**config.mk**
```make
export PLATFORM = sky130hd
export DESIGN_NAME = gbe_txs_status_pack
export DESIGN_NICKNAME = d
export VERILOG_FILES = /design/src/rtl/gbe_txs_status_pack.sv
export SDC_FILE = /design/constraint.sdc
export NUM_CORES = 1
export LEC_CHECK = 0
export CAP_MARGIN = 20
export CORE_MARGIN = 2
export CORE_UTILIZATION = 43
export CTS_BUF_LIST = sky130_fd_sc_hd__clkbuf_4 sky130_fd_sc_hd__clkbuf_8
export CTS_CLUSTER_DIAMETER = 50
export DETAILED_ROUTE_END_ITERATION = 10
export PLACE_DENSITY_LB_ADDON = 0.1
export SLEW_MARGIN = 15
export SYNTH_ARGS = -nofsm -noshare
export SYNTH_HDL_FRONTEND = slang
export SYNTH_SLANG_ARGS = --single-unit
```
**constraint.sdc**
```tcl
create_clock -name user_clk -period 3 [get_ports user_clk]
set_input_delay 0.45 -clock user_clk [delete_from_list [all_inputs] [get_ports user_clk]]
set_output_delay 0.45 -clock user_clk [all_outputs]
set_load 0.01 [all_outputs]
```
**src/rtl/gbe_txs_status_pack.sv**
```systemverilog
// Transmit-side status collector for one 10GbE core: frame tracking, frame/overflow
// counters and sticky error flags packed into a single 32-bit status word.
module gbe_txs_status_pack #(
    parameter int unsigned MAX_WORDS = 1125,
    parameter int unsigned LEN_W     = 16
) (
    input  logic        user_clk,
    input  logic        user_rst,
    input  logic        tx_valid,
    input  logic        tx_end_of_frame,
    input  logic        tx_overflow,
    input  logic        tx_afull,
    input  logic        link_up,
    input  logic        cnt_rst,
    output logic [31:0] status_out
);

    localparam int unsigned FCNT_W = 24;
    localparam int unsigned OCNT_W = 3;

    typedef enum logic {
        IDLE     = 1'b0,
        IN_FRAME = 1'b1
    } state_e;

    state_e              state_q, state_d;
    logic [LEN_W-1:0]    wcnt_q, wcnt_d;
    logic [FCNT_W-1:0]   fcnt_q, fcnt_d;
    logic [OCNT_W-1:0]   ocnt_q, ocnt_d;
    logic                ovr_seen_q, ovr_seen_d;
    logic                oversize_q, oversize_d;
    logic                ovr_dly_q, ovr_dly_d;
    logic                link_q, link_d;
    logic                afull_q, afull_d;

    logic                in_frame_c;
    logic                frame_done_c;
    logic [LEN_W-1:0]    wcnt_inc_c;
    logic [LEN_W-1:0]    frame_len_c;
    logic                too_long_c;

    // FSM state register
    always_ff @(posedge user_clk) begin
        if (user_rst) begin
            state_q <= IDLE;
            wcnt_q  <= '0;
        end else begin
            state_q <= state_d;
            wcnt_q  <= wcnt_d;
        end
    end

    // FSM next state and word count
    always_comb begin
        state_d = state_q;
        wcnt_d  = wcnt_q;
        if (tx_valid) begin
            if (state_q == IDLE) begin
                if (!tx_end_of_frame) begin
                    state_d = IN_FRAME;
                    wcnt_d  = LEN_W'(1);
                end
            end else begin
                if (tx_end_of_frame) begin
                    state_d = IDLE;
                end else begin
                    wcnt_d = wcnt_inc_c;
                end
            end
        end
    end

    // FSM outputs: completed-frame strobe and its length (single-word frames from IDLE are length 1)
    always_comb begin
        in_frame_c   = (state_q == IN_FRAME);
        wcnt_inc_c   = (wcnt_q == {LEN_W{1'b1}}) ? wcnt_q : wcnt_q + LEN_W'(1);
        frame_done_c = tx_valid & tx_end_of_frame;
        frame_len_c  = in_frame_c ? wcnt_inc_c : LEN_W'(1);
        too_long_c   = frame_len_c > LEN_W'(MAX_WORDS);
    end

    // Counters and sticky flags; clear overrides any same-cycle update
    always_comb begin
        fcnt_d     = frame_done_c ? fcnt_q + FCNT_W'(1) : fcnt_q;
        ocnt_d     = ocnt_q;
        if (tx_overflow && !ovr_dly_q && (ocnt_q != {OCNT_W{1'b1}})) begin
            ocnt_d = ocnt_q + OCNT_W'(1);
        end
        ovr_seen_d = ovr_seen_q | tx_overflow;
        oversize_d = oversize_q | (frame_done_c & too_long_c);
        ovr_dly_d  = tx_overflow;
        link_d     = link_up;
        afull_d    = tx_afull;
        if (cnt_rst) begin
            fcnt_d     = '0;
            ocnt_d     = '0;
            ovr_seen_d = 1'b0;
            oversize_d = 1'b0;
        end
    end

    always_ff @(posedge user_clk) begin
        if (user_rst) begin
            fcnt_q     <= '0;
            ocnt_q     <= '0;
            ovr_seen_q <= 1'b0;
            oversize_q <= 1'b0;
            ovr_dly_q  <= 1'b0;
            link_q     <= 1'b0;
            afull_q    <= 1'b0;
        end else begin
            fcnt_q     <= fcnt_d;
            ocnt_q     <= ocnt_d;
            ovr_seen_q <= ovr_seen_d;
            oversize_q <= oversize_d;
            ovr_dly_q  <= ovr_dly_d;
            link_q     <= link_d;
            afull_q    <= afull_d;
        end
    end

    assign status_out = {link_q, afull_q, ovr_seen_q, oversize_q, state_q == IN_FRAME,
                         ocnt_q, fcnt_q};

endmodule

```
==> out/results.txt <==
Status -> complete, no violations
Final net count -> 362
Row Count -> 27
CP Max Fanout -> 11
Total power -> 1140 uW
Slew Limit Fails -> 0
Core area -> 0.00561 mm^2
Final Hold Viols -> 0
Root buffer cell -> clkbuf_8
Complex-gate fraction of the synthesized area -> 0.157
Crit start category -> flop
Register area -> 981 um^2
Max-Cap Viols -> 0
CP Data Arrival Time -> 2.78 ns
Clock sinks -> 49
Yosys reg bits -> 49
Crit path from -> wcnt_q[0]
Fmax -> 392 MHz
Grt total ovfl -> 0
Initial core utilization -> 0.452
DR WL/cell -> 14.3 um
Vias in the first global route -> 2052
Mapped Cells -> 317
Initial antenna violation count -> 0
Worst slew pin tran -> 0.635 ns
Die height -> 80.8 um
Total number of vias -> 2354
CP required -> 3.23 ns
Mapped Area -> 0.00254 mm^2
Min Clock Period, post-route -> 2.55 ns
Pre-antenna DRT Iters -> 5
CTS tree -> built
Synth Area in Adders -> 0.0197
CTS hold repair buffers -> 0
R2r endpoint -> oversize_q
Final Cell Area -> 0.00307 mm^2
Detailed placer's ending HPWL -> 4190 um
Reg2reg setup slack -> 0.45 ns
Seq/Total Area, Yosys -> 0.387
Pwr dens -> 372 mW/mm^2
Mapped Nets -> 329
Vias/cell -> 5.57
Die area -> 0.00653 mm^2
First-pass GRT wire length -> 9800 um
Netlist cell types -> 53
Synth Area in XOR/XNOR -> 0.0828
Number of synthesized flops with an enable pin -> 0
# diodes -> 0
Fin Setup TNS -> 0 ns
Mux contribution to synthesized area -> 0.0158
Largest net degree at the start of global routing -> 30
Worst Setup EP -> oversize_q
Largest family of logic cells by synthesized area -> simple AND/OR/NAND/NOR gates
Unrepaired setup endpoints after global routing -> false
Yosys warns -> 0
Postcts setup bufs -> 0
Hold Path Depth -> 2
Post-Synth Simple-Gate Area -> 0.285
Max-slew headroom -> 0.577
Port Buffer Count -> 39
Avg Inst Size Synth -> 8.00 um^2
Antenna viol nets, final -> 0
Clk buf depth -> 2
DRC -> 0
Inserted Clock Buffers -> 5
Clock transition at path regs -> 0.10 ns
All-layer global routing usage -> 0.188
Boundary pin count -> 40
Period utilization -> 0.850
Placed Area -> 0.00298 mm^2
Multi-input combinational cell area -> 0.00142 mm^2
Setup violators final -> 0
Critical setup path kind -> reg -> reg
Reg2Reg Depth -> 8
Lkg Pwr -> 0.00101 uW
HP Class -> reg -> reg
CTS H-tree lvls -> 2
Filler cell count -> 552
Asr flop ratio synth -> 0
Routed WL -> 6030 um
Chip Width -> 80.8 um
Reg-to-Reg Start -> wcnt_q[0]
Worst vdd ir -> 0.192 mV
Clock Skew -> 0.00697 ns
Post_cts resized -> 0
Area growth syn-to-layout -> 20.9%
Worst-Skew Late Latency -> 0.31 ns
Worst Setup End Kind -> flop
Main synth FF type -> dfxtp_1
Routability cong. -> 0.803
Fraction of layout cells with a size suffix above 1 -> 0.0655
Initial DRC Count -> 134
[worst min path at each step]
stage,startpoint,endpoint,slack [ns]
floorplan,ovr_seen_q,ovr_seen_q,0.44
global placement,ovr_seen_q,ovr_seen_q,0.45
detailed placement,ovr_seen_q,ovr_seen_q,0.49
CTS,ovr_seen_q,ovr_seen_q,0.50
global route,ovr_seen_q,ovr_seen_q,0.53
finish,ovr_seen_q,ovr_seen_q,0.49
[report_power, final]
part	switching [uW]	total (uW)	internal, uW
registers	5.47	662	656
logic	42.6	74.8	32.3
clock network	240	406	166
total	288	1140	854
[flip-flops by register name, summed over array words and instances, names as in the netlist]
register	count
in_frame_c	1
fcnt_q	24
ocnt_q	3
afull_q	1
oversize_q	1
link_q	1
ovr_dly_q	1
ovr_seen_q	1
wcnt_q	16
[stage by stage]
| step | hold WS [ns] | cells | util | setup slack [ns] |
|---|---|---|---|---|
| finish | 0.487 | 423 | 0.547 | 0.449 |
| global route | 0.531 | 423 | 0.547 | 0.181 |
| floorplan | 0.435 | 317 | - | 0.627 |
| global placement | 0.449 | 415 | 0.531 | 0.605 |
| CTS | 0.504 | 423 | 0.547 | 0.472 |
| detailed placement | 0.489 | 415 | 0.531 | 0.518 |
[layer usage]
layer,vias up,global-route usage,routed length [um]
met5,-,0,0
met3,12,0.0411,323
li1,1186,-,-
met4,0,0.0508,65
met2,82,0.269,2460
met1,1074,0.282,3180
[Yosys cell counts, drive strengths merged (2+ instances only)]
library cell	number	area, um^2
o211ai	2	15.0
nand3	18	90.1
nor4	2	18.8
a31oi	2	12.5
xnor2	9	78.8
o311ai	3	26.3
or2	3	18.8
nand4	11	75.1
clkbuf	11	41.3
o21ai	8	40.0
nand4b	2	17.5
a21oi	26	130
nand2	24	90.1
nor3	12	60.1
nor2	48	180
and3	5	31.3
inv	7	26.3
or3	2	12.5
a31o	2	17.5
buf	11	67.6
ha	4	50.1
xor2	15	131
a211oi	5	37.5
and2	3	20.0
nor2b	4	25.0
nand3b	2	15.0
or4	2	15.0
o31ai	3	22.5
nand2b	3	18.8
mux2i	4	40.0
dfxtp	49	981
[layout make-up]
class	instances	area share
flip-flops and latches	49	0.320
multi-input cells	239	0.463
inverters	7	0.00856
clock inverters	3	0.00734
well taps	72	0.0294
repair buffers	48	0.149
clock buffers	5	0.0224
[layout by cell type, fill, tap and decap left out, types with 9 or more instances in the layout]
cell type        netlist  final
dfxtp_1               49     49
nor2_1                48     48
clkdlybuf4s50_1        0     39
a21oi_1               26     26
nand2_1               24     24
nand3_1               18     18
xor2_1                15     15
nor3_1                12     12
nand4_1               10     10
xnor2_1                9      9
buf_4                  6      9
[critical path, stage by stage (launching register included)]
cell and delay, ns:
dfxtp_1 0.44, ha_1 0.31, nand3_1 0.24, nor4_1 0.49, buf_4 0.26, mux2i_1 0.09, a211oi_1 0.28, o22ai_1 0.15
a211oi_1 0.22
[cell families (layout without fill, tap and decap cells)]
group,after synthesis,in the layout
multiplexers,4,4
flip-flops,49,49
AO/OA/AOI/OAI,62,62
AND/OR/NAND/NOR,145,145
buffers and inverters,29,63
XOR/XNOR,24,24
adder cells (fa/ha/maj),4,4
No activity file was read; power rests on OpenSTA's default activity.
